$ cat config.mk
export PLATFORM = sky130hd
export DESIGN_NAME = usb_rx_phy_flat
export DESIGN_NICKNAME = d
export VERILOG_FILES = /design/src/rtl/usb_rx_phy_if.sv /design/src/rtl/usb_rx_phy.sv /design/src/flat_wrapper.sv
export SDC_FILE = /design/constraint.sdc
export NUM_CORES = 1
export LEC_CHECK = 0
export CORE_ASPECT_RATIO = 0.5
export CORE_MARGIN = 2
export CORE_UTILIZATION = 54
export DETAILED_ROUTE_END_ITERATION = 8
export GPL_ROUTABILITY_DRIVEN = 0
export PLACE_DENSITY = 0.75
export SYNTH_ARGS = -nofsm -noshare
export SYNTH_HDL_FRONTEND = slang
export SYNTH_SLANG_ARGS = --single-unit
$ cat constraint.sdc
create_clock -name clk48 -period 3.2 [get_ports clk48]
set_input_delay 0.64 -clock clk48 [delete_from_list [all_inputs] [get_ports clk48]]
set_output_delay 0.64 -clock clk48 [all_outputs]
set_load 0.005 [all_outputs]
$ cat src/rtl/usb_rx_phy_if.sv
// rtl/usb_rx_phy_if.sv - raw USB pins in, synchronized line state and receive strobes out
interface usb_rx_phy_if;
    logic       usb_d_p;
    logic       usb_d_n;
    logic [1:0] line_state;
    logic       rx_active;
    logic       rx_sop;
    logic [7:0] rx_data;
    logic       rx_valid;
    logic       rx_eop;
    logic       rx_err;
    logic       usb_reset;

    modport master (
        input  usb_d_p, usb_d_n,
        output line_state, rx_active, rx_sop, rx_data, rx_valid, rx_eop, rx_err, usb_reset
    );

    modport slave (
        output usb_d_p, usb_d_n,
        input  line_state, rx_active, rx_sop, rx_data, rx_valid, rx_eop, rx_err, usb_reset
    );
endinterface

$ cat src/rtl/usb_rx_phy.sv
// rtl/usb_rx_phy.sv - full-speed USB receive front end: 4x oversampled bit recovery,
// NRZI decode, bit unstuffing, SYNC/EOP framing and bus-reset detection
module usb_rx_phy #(
    parameter int RESET_CYCLES = 120,
    parameter int IDLE_BITS    = 8
) (
    input  logic         clk48,
    input  logic         rst,
    usb_rx_phy_if.master usb
);
    localparam logic [1:0] LS_SE0 = 2'b00;
    localparam logic [1:0] LS_K   = 2'b01;
    localparam logic [1:0] LS_J   = 2'b10;
    localparam logic [1:0] LS_SE1 = 2'b11;
    localparam int         IDLE_W = $clog2(IDLE_BITS + 1);
    localparam logic [7:0] RESET_THRESH = 8'(RESET_CYCLES);

    typedef enum logic [2:0] {
        S_WAIT_IDLE,
        S_IDLE,
        S_SYNC,
        S_DATA,
        S_EOP
    } state_t;

    logic [1:0]        sync1_q;
    logic [1:0]        line_state_q;
    logic [1:0]        phase_q;
    logic [1:0]        phase_d;
    logic [7:0]        rst_cnt_q;
    logic [7:0]        rst_cnt_d;
    logic              usb_reset_q;
    state_t            state_q;
    logic [IDLE_W-1:0] idle_cnt_q;
    logic [1:0]        prev_q;
    logic [2:0]        zero_cnt_q;
    logic [2:0]        ones_q;
    logic [2:0]        bit_cnt_q;
    logic [7:0]        shift_q;
    logic [7:0]        shift_d;
    logic [7:0]        rx_data_q;
    logic              rx_active_q;
    logic              rx_sop_q;
    logic              rx_valid_q;
    logic              rx_eop_q;
    logic              rx_err_q;

    logic jk_edge;
    logic sample_en;
    logic is_jk;
    logic bit_val;

    // The edge is seen one stage early (sync1 vs line_state) so phase 0 is the
    // first cycle the new level is visible and phase 2 lands near mid-bit.
    always_comb begin
        jk_edge   = ((sync1_q == LS_J) && (line_state_q == LS_K)) ||
                    ((sync1_q == LS_K) && (line_state_q == LS_J));
        phase_d   = jk_edge ? 2'd0 : phase_q + 2'd1;
        sample_en = (phase_q == 2'd2);
        is_jk     = (line_state_q == LS_J) || (line_state_q == LS_K);
        bit_val   = (line_state_q == prev_q);
        shift_d   = {bit_val, shift_q[7:1]};
        if (line_state_q != LS_SE0) begin
            rst_cnt_d = 8'd0;
        end else if (rst_cnt_q == 8'hFF) begin
            rst_cnt_d = rst_cnt_q;
        end else begin
            rst_cnt_d = rst_cnt_q + 8'd1;
        end
    end

    always_ff @(posedge clk48) begin
        if (rst) begin
            sync1_q      <= LS_SE0;
            line_state_q <= LS_SE0;
            phase_q      <= 2'd0;
            rst_cnt_q    <= 8'd0;
            usb_reset_q  <= 1'b0;
            state_q      <= S_WAIT_IDLE;
            idle_cnt_q   <= '0;
            prev_q       <= LS_J;
            zero_cnt_q   <= 3'd0;
            ones_q       <= 3'd0;
            bit_cnt_q    <= 3'd0;
            shift_q      <= 8'd0;
            rx_data_q    <= 8'd0;
            rx_active_q  <= 1'b0;
            rx_sop_q     <= 1'b0;
            rx_valid_q   <= 1'b0;
            rx_eop_q     <= 1'b0;
            rx_err_q     <= 1'b0;
        end else begin
            sync1_q      <= {usb.usb_d_p, usb.usb_d_n};
            line_state_q <= sync1_q;
            phase_q      <= phase_d;
            rst_cnt_q    <= rst_cnt_d;
            usb_reset_q  <= (rst_cnt_d >= RESET_THRESH);
            rx_sop_q     <= 1'b0;
            rx_valid_q   <= 1'b0;
            rx_eop_q     <= 1'b0;
            rx_err_q     <= 1'b0;

            // A bus reset silently abandons whatever was in flight.
            if (usb_reset_q) begin
                state_q     <= S_WAIT_IDLE;
                rx_active_q <= 1'b0;
                idle_cnt_q  <= '0;
            end else begin
                case (state_q)
                    S_WAIT_IDLE: begin
                        if (sample_en) begin
                            if (line_state_q == LS_J) begin
                                if (idle_cnt_q == IDLE_W'(IDLE_BITS - 1)) begin
                                    state_q    <= S_IDLE;
                                    idle_cnt_q <= '0;
                                    prev_q     <= LS_J;
                                end else begin
                                    idle_cnt_q <= idle_cnt_q + IDLE_W'(1);
                                end
                            end else begin
                                idle_cnt_q <= '0;
                            end
                        end
                    end
                    S_IDLE: begin
                        if (line_state_q == LS_K) begin
                            state_q    <= S_SYNC;
                            zero_cnt_q <= 3'd0;
                        end
                    end
                    S_SYNC: begin
                        if (sample_en) begin
                            if (!is_jk) begin
                                rx_err_q <= 1'b1;
                                state_q  <= S_WAIT_IDLE;
                            end else begin
                                prev_q <= line_state_q;
                                if (!bit_val) begin
                                    if (zero_cnt_q != 3'd7) begin
                                        zero_cnt_q <= zero_cnt_q + 3'd1;
                                    end
                                end else if (zero_cnt_q >= 3'd5) begin
                                    rx_sop_q    <= 1'b1;
                                    rx_active_q <= 1'b1;
                                    ones_q      <= 3'd0;
                                    bit_cnt_q   <= 3'd0;
                                    state_q     <= S_DATA;
                                end else begin
                                    rx_err_q <= 1'b1;
                                    state_q  <= S_WAIT_IDLE;
                                end
                            end
                        end
                    end
                    S_DATA: begin
                        if (sample_en) begin
                            if (line_state_q == LS_SE0) begin
                                rx_active_q <= 1'b0;
                                if (bit_cnt_q == 3'd0) begin
                                    rx_eop_q <= 1'b1;
                                    state_q  <= S_EOP;
                                end else begin
                                    rx_err_q <= 1'b1;
                                    state_q  <= S_WAIT_IDLE;
                                end
                            end else if (line_state_q == LS_SE1) begin
                                rx_active_q <= 1'b0;
                                rx_err_q    <= 1'b1;
                                state_q     <= S_WAIT_IDLE;
                            end else begin
                                prev_q <= line_state_q;
                                if (ones_q == 3'd6) begin
                                    // Stuffed bit: must be a 0, never enters the byte.
                                    if (bit_val) begin
                                        rx_active_q <= 1'b0;
                                        rx_err_q    <= 1'b1;
                                        state_q     <= S_WAIT_IDLE;
                                    end else begin
                                        ones_q <= 3'd0;
                                    end
                                end else begin
                                    ones_q    <= bit_val ? ones_q + 3'd1 : 3'd0;
                                    shift_q   <= shift_d;
                                    bit_cnt_q <= bit_cnt_q + 3'd1;
                                    if (bit_cnt_q == 3'd7) begin
                                        rx_data_q  <= shift_d;
                                        rx_valid_q <= 1'b1;
                                    end
                                end
                            end
                        end
                    end
                    S_EOP: begin
                        if (sample_en) begin
                            if (line_state_q == LS_J) begin
                                state_q <= S_IDLE;
                                prev_q  <= LS_J;
                            end else if (line_state_q != LS_SE0) begin
                                rx_err_q <= 1'b1;
                                state_q  <= S_WAIT_IDLE;
                            end
                        end
                    end
                    default: begin
                        state_q <= S_WAIT_IDLE;
                    end
                endcase
            end
        end
    end

    assign usb.line_state = line_state_q;
    assign usb.rx_active  = rx_active_q;
    assign usb.rx_sop     = rx_sop_q;
    assign usb.rx_data    = rx_data_q;
    assign usb.rx_valid   = rx_valid_q;
    assign usb.rx_eop     = rx_eop_q;
    assign usb.rx_err     = rx_err_q;
    assign usb.usb_reset  = usb_reset_q;
endmodule

$ cat src/flat_wrapper.sv
// flat-port wrapper written by rule: the top's interface ports become plain ports
module usb_rx_phy_flat 
#(
    parameter int RESET_CYCLES = 120,
    parameter int IDLE_BITS    = 8
)
  (clk48, rst, usb_usb_d_p, usb_usb_d_n, usb_line_state, usb_rx_active, usb_rx_sop, usb_rx_data, usb_rx_valid, usb_rx_eop, usb_rx_err, usb_usb_reset);
  usb_rx_phy_if usb_i ();
  input  logic clk48;
  input  logic rst;
  input wire logic [$bits(usb_i.usb_d_p)-1:0] usb_usb_d_p;
  input wire logic [$bits(usb_i.usb_d_n)-1:0] usb_usb_d_n;
  output wire logic [$bits(usb_i.line_state)-1:0] usb_line_state;
  output wire logic [$bits(usb_i.rx_active)-1:0] usb_rx_active;
  output wire logic [$bits(usb_i.rx_sop)-1:0] usb_rx_sop;
  output wire logic [$bits(usb_i.rx_data)-1:0] usb_rx_data;
  output wire logic [$bits(usb_i.rx_valid)-1:0] usb_rx_valid;
  output wire logic [$bits(usb_i.rx_eop)-1:0] usb_rx_eop;
  output wire logic [$bits(usb_i.rx_err)-1:0] usb_rx_err;
  output wire logic [$bits(usb_i.usb_reset)-1:0] usb_usb_reset;
  assign usb_i.usb_d_p = usb_usb_d_p;
  assign usb_i.usb_d_n = usb_usb_d_n;
  assign usb_line_state = usb_i.line_state;
  assign usb_rx_active = usb_i.rx_active;
  assign usb_rx_sop = usb_i.rx_sop;
  assign usb_rx_data = usb_i.rx_data;
  assign usb_rx_valid = usb_i.rx_valid;
  assign usb_rx_eop = usb_i.rx_eop;
  assign usb_rx_err = usb_i.rx_err;
  assign usb_usb_reset = usb_i.usb_reset;
  usb_rx_phy #(.RESET_CYCLES(RESET_CYCLES), .IDLE_BITS(IDLE_BITS)) u_core (.clk48(clk48), .rst(rst), .usb(usb_i));
endmodule
==> flow_summary.toml, run 1 <==
[status]
outcome = "finished clean"

[synthesis]
synth.distinct_cells = 51
synth_most_common_cell = "dfxtp_1"
synth_top_family_by_area = "simple AND/OR/NAND/NOR gates"
syn-num-nets = 343
ys_async_sr_fraction_pct = 0
ys_ff_latch = 53
synthMuxAreaShare_pct = 5.721
synth.area.top_cells = "dfxtp_1, ha_1, nor2_1, nand2_1, mux2i_1"
synth-simple-area-share_pct = 26.24
avgSynthCellArea_um2 = 8.168
synthXorXnorAreaFrac_pct = 0.9929
synth_top_area_cell = "dfxtp_1"
yosys-top-cells-count = "dfxtp_1, nor2_1, nand2_1"
ys_warn_count = 0
postSynthCellCount = 324
synth_compound_area_share_pct = 14.75
ys_seq_area_share_pct = 40.09
synth-edff-count = 0
synthFlopType = "dfxtp_1"
synth.top_cell.area_share_pct = 40.09
syn_area_um2 = 2646
synthAdderAreaFrac_pct = 7.092

[die]
coreArea_um2 = 4552
die_h_um = 53.50
start_util_pct = 58.14
placementRows = 17
dieArea_um2 = 5511
die_w_um = 103
num_io_pins = 20

[sta]
min_period_ns = 2.515
finClkSkew_ns = 0.007401
drv_slew = 0
finalSetupViolations = 0
fin_setup_tns_ns = 0
tightest_slew_ns = 0.6320
rsz0062_at_grt = "false"
fmax_mhz = 397.7
whs_ns = 0.4140
max-slew-margin-rel_pct = 57.34
min_period_over_period_pct = 78.58
finalHoldViolCount = 0

[drt]
routed_wl_mm = 5.491
num_vias = 2304
drtAntennaViolNets = 0
via_per_inst = 5.760
drt-pass1-iter-count = 5
wl_per_cell_um = 13.73
drc = 0
drtIter0Drc = 170

[pwr]
p_comb_share_pct = 11.6
power.switching_mw = 0.3490
power_frac_seq_pct = 53.0
clkPwrFrac_pct = 35.3
p_leak_nw = 1.134
p_per_area_nw_per_um2 = 445.5
swShare_pct = 26.40
p_int_mw = 0.9733
finalPower_mw = 1.322
ir_drop_v = 0.0003756

[clocking]
cts_root_buffer = "clkbuf_8"
cts_buffer_depth = 2
clkLatencyLatePin_ns = 0.31
clkSinkCount = 53
cts_resized = 0
clk_pin_slew_worst_paths_ns = 0.09
cts_setup_buffers = 0
hold_buffers = 0
htreeDepth = 2
cts_tree = "yes"
cts_buffers = 5

[layout]
multi_input_area_um2 = 1450
finalNonFillerCells = 400
nets = 352
regArea_um2 = 1061
fillCellCount = 412
drive_above_1_share_pct = 5.389
fin_util_pct = 65.20
antenna_cells = 0
area_delta_synth_final_pct = 12.15

[setup_path]
cp.arrival_ns = 2.76
cpMaxStageDelayCell = "dfxtp_1"
cp.required_ns = 3.44
cpPeakStageDelay_ns = 0.45
crit_path_cell_trace = "inv_1, ha_1, nand2_1, o41ai_2, or3b_4, or3_1, a21oi_2"
cp_max_fo = 8
ff2ff_path_depth = 7
critical_path_class = "reg -> reg"
critPathCaptureType = "flip-flop"
critPathLaunchType = "flip-flop"

[hold_path]
hold_depth = 1
hold_class = "reg -> reg"

[flow_run]
maxCapViolCount = 0

[global_routing]
grt_pass1_wl_mm = 9.294
grtUsageTotal_pct = 21.51
grt_pass1_vias = 1969
antenna_found_initial = 0
overflow = 0
grt_max_degree = 31

[place]
placedCellCount = 392
dp_hpwl_mm = 4.057
io_buffers = 19
==> per-layer routing <==
metal | GRT usage (%) | part of all wire (%) | vias to the layer above
met4 | 4.167 | 0.78 | 0
met5 | 0 | 0 | -
met1 | 30.48 | 49 | 1055
li1 | - | - | 1149
met3 | 5.548 | 7.2 | 7
met2 | 33.44 | 43 | 93
==> logic make-up after synthesis <==
kind of cell | count (synthesis)
mux | 15
simple gates | 143
fa+ha+maj | 15
flops | 53
compound gates | 61
xor+xnor | 3
buf+inv | 34
==> power by group through the flow <==
stage	sequential, mW	combinational (mW)	clock [mW]
floorplan	0.699	0.130	0
global placement	0.714	0.146	0
detailed placement	0.716	0.150	0
CTS	0.700	0.151	0.481
global route	0.705	0.167	0.510
finish	0.701	0.154	0.467
==> flip-flops by register name (all words and copies together) (netlist names) <==
name / flops
u_core.bit_cnt_q: 3
u_core.idle_cnt_q: 4
u_core.ones_q: 3
u_core.phase_q: 2
u_core.prev_q: 2
u_core.rst_cnt_q: 8
u_core.shift_q: 7
u_core.state_q: 3
u_core.sync1_q: 2
u_core.usb.line_state: 2
u_core.usb.rx_active: 1
u_core.usb.rx_data: 8
u_core.usb.rx_eop: 1
u_core.usb.rx_err: 1
u_core.usb.rx_sop: 1
u_core.usb.rx_valid: 1
u_core.usb.usb_reset: 1
u_core.zero_cnt_q: 3
==> stage by stage <==
stage | area (µm²) | setup slack, ns
detailed placement | 2851 | 0.7501
global placement | 2851 | 0.8538
global route | 2968 | 0.5230
CTS | 2968 | 0.7235
finish | 2968 | 0.6855
floorplan | 2646 | 0.9280
==> critical path: cells and delay by family (launching register included) <==
family / cells / cell delay, ns
flops: 1 / 0.45
buf+inv: 1 / 0.10
simple gates: 3 / 0.95
compound gates: 2 / 0.52
fa+ha+maj: 1 / 0.44
==> final cells by class <==
type / instances / share of cell area [%]
sequential: 53 / 35.75
inverter: 16 / 2.024
timing repair buffer: 20 / 6.661
tap: 66 / 2.782
clock buffer: 5 / 2.319
multi-input combinational: 237 / 48.86
clock inverter: 3 / 1.602
==> final timing paths <==
kind                                  startpoint                            end  slack, ns
max          u_core.usb.line_state[0]$_SDFF_PP0_  u_core.ones_q[1]$_SDFFE_PP0P_       0.69
min                 u_core.phase_q[0]$_SDFF_PP0_   u_core.phase_q[0]$_SDFF_PP0_       0.41
max reg2reg  u_core.usb.line_state[0]$_SDFF_PP0_  u_core.ones_q[1]$_SDFFE_PP0P_       0.69
min reg2reg         u_core.phase_q[0]$_SDFF_PP0_   u_core.phase_q[0]$_SDFF_PP0_       0.41
==> cell usage in the layout (no fill, tap or decap), types with 3 or more instances in the layout <==
cell type        netlist  routed
dfxtp_1               53      53
nor2_1                43      43
nand2_1               38      38
a21oi_1               22      22
clkdlybuf4s50_1        0      19
inv_1                 16      16
ha_1                  15      15
o21ai_0               14      14
mux2i_1               14      14
nor3_1                13      13
nor2b_1                7       7
nand3_1                7       7
nand4_1                7       7
nand3b_1               5       5
clkbuf_8               0       5
and3_1                 4       4
nor4_1                 3       3
or3_1                  3       3
a31oi_1                3       3
xor2_1                 3       3
Note: power is estimated with default switching activity, not from simulation.
==> inputs of run 2 (changes only) <==
- CORE_UTILIZATION: 54 -> 52
- clock period: 3.2 -> 2.3 ns (I/O delays scaled with it)
==> flow_summary.toml, run 2 (synthesized netlist as in run 1, its figures left out) <==
[clocking]
cts_setup_buffers = 0
clk_pin_slew_worst_paths_ns = 0.10
cts_tree = "yes"
cts_buffers = 5
cts_root_buffer = "clkbuf_8"
cts_buffer_depth = 2
clkSinkCount = 53
clkLatencyLatePin_ns = 0.31
htreeDepth = 2

[place]
dp_slack_ns = 0.1483
placedCellCount = 410
dp_hpwl_mm = 4.114
io_buffers = 19

[die]
die_w_um = 104.9
die_h_um = 54.45
coreArea_um2 = 4910
dieArea_um2 = 5710
start_util_pct = 53.90
num_io_pins = 20
placementRows = 18

[global_routing]
grtUsageTotal_pct = 21.11
overflow = 0
grt_pass1_vias = 2077
grt_pass1_wl_mm = 9.411
antenna_found_initial = 0
grt_max_degree = 32

[pwr]
p_leak_nw = 1.197
ir_drop_v = 0.0002982
finalPower_mw = 1.788
p_per_area_nw_per_um2 = 582.1

[drt]
drc = 0
num_vias = 2331
drt-pass1-iter-count = 5
drtIter0Drc = 142
via_per_inst = 5.577
drtAntennaViolNets = 0
routed_wl_mm = 5.628
wl_per_cell_um = 13.46

[layout]
finalNonFillerCells = 418
drive_above_1_share_pct = 9.195
nets = 366
layout_commonest_cell = "dfxtp_1"
mostFrequentLayoutCells = "dfxtp_1, nor2_1, nand2_1"
area_delta_synth_final_pct = 16.08
antenna_cells = 0

[setup_path]
cpPeakStageDelay_ns = 0.44
crit_path_cell_trace = "inv_1, ha_1, nand2_1, o41ai_4, or3b_4, or3_1, a21oi_2"
worstReg2RegStart = "u_core.usb.line_state[0]$_SDFF_PP0_"
crit_family = "simple AND/OR/NAND/NOR gates"
crit_start = "u_core.usb.line_state[0]$_SDFF_PP0_"
cpMaxStageDelayCell = "or3b_4"
path_buf_inv = 1
cp_max_fo = 4
critPathLaunchType = "flip-flop"
critPathCaptureType = "flip-flop"
cp.arrival_ns = 2.40
critical_path_class = "reg -> reg"
cp.required_ns = 2.54

[sta]
min_period_ns = 2.163
max-slew-margin-rel_pct = 62.13
finalHoldViolCount = 0
min_period_over_period_pct = 94.02
drv_slew = 0
finalSetupViolations = 0
setup_slack_ns = 0.1375
rsz0062_at_grt = "false"
fin_setup_tns_ns = 0
fmax_mhz = 462.4
finClkSkew_ns = 0.01073
tightest_slew_ns = 0.5633

[status]
outcome = "finished clean"

[flow_run]
maxCapViolCount = 0

[hold_path]
holdCritStartpoint = "u_core.phase_q[0]$_SDFF_PP0_"
hold_class = "reg -> reg"
==> run 2: cell types whose count changed in the layout (fill, tap and decap cells not counted) <==
cell | previous run | this run
buf_4 | 1 | 15
bufinv_16 | 1 | 0
clkbuf_8 | 5 | 6
clkinvlp_4 | 0 | 1
inv_6 | 2 | 1
o41ai_2 | 1 | 0
o41ai_4 | 0 | 1
==> run 2: through the flow <==
stage               util (%)  cell area (µm²)  hold slack, ns
global route           62.56             3072          0.4415
floorplan                  -             2646          0.3920
detailed placement     60.32             2962          0.4047
finish                 62.56             3072          0.4183
CTS                    62.33             3060          0.4191
global placement       60.32             2962          0.4013
==> run 2: final cells by class <==
class	instances	area [µm²]
inverter	16	60.06
fill	482	1838
clock inverter	2	16.27
timing repair buffer	34	302.8
sequential	53	1061
clock buffer	6	82.58
tap	70	87.58
multi-input combinational	237	1461
==> run 2: worst register-to-register path: cells and delay by family, from the launching register on <==
kind | cells | cell delay [ns]
AOI/OAI and AO/OA | 2 | 0.48
buffers and inverters | 1 | 0.06
adders and majority gates | 1 | 0.29
and+or+nand+nor | 3 | 0.93
DFF | 1 | 0.34
==> run 2: final timing paths <==
kind / depth (start not counted) / slack (ns) / endpoint
max: 7 / 0.14 / u_core.ones_q[1]$_SDFFE_PP0P_
min: 1 / 0.42 / u_core.phase_q[0]$_SDFF_PP0_
max reg2reg: 7 / 0.14 / u_core.ones_q[1]$_SDFFE_PP0P_
min reg2reg: 1 / 0.42 / u_core.phase_q[0]$_SDFF_PP0_
==> run 2: layer usage <==
layer / vias to the layer above / wire length (µm) / global-route usage [%] / part of all wire (%)
li1: 1180 / - / - / -
met1: 1070 / 2707 / 27.79 / 48
met2: 72 / 2472 / 34.63 / 44
met3: 9 / 377 / 5.357 / 6.7
met4: 0 / 71 / 7.556 / 1.3
met5: - / 0 / 0 / 0
==> run 2: timing repair <==
| action | CTS | global route |
|---|---|---|
| resized for setup | 0 | 1 |
| setup endpoints to repair | 0 | 1 |
| hold buffers | 0 | 0 |
==> run 2: report_power, final <==
part / total, mW / switching, mW / internal (mW)
Combinational: 0.277 / 0.159 / 0.118
Sequential: 0.951 / 0.0152 / 0.936
Clock: 0.560 / 0.312 / 0.248
==> inputs of run 3 (changes only) <==
- CTS_CLUSTER_DIAMETER: unset -> 200
==> results of run 3 <==
The final DEF is identical to that of run 2; final timing and power are the same.
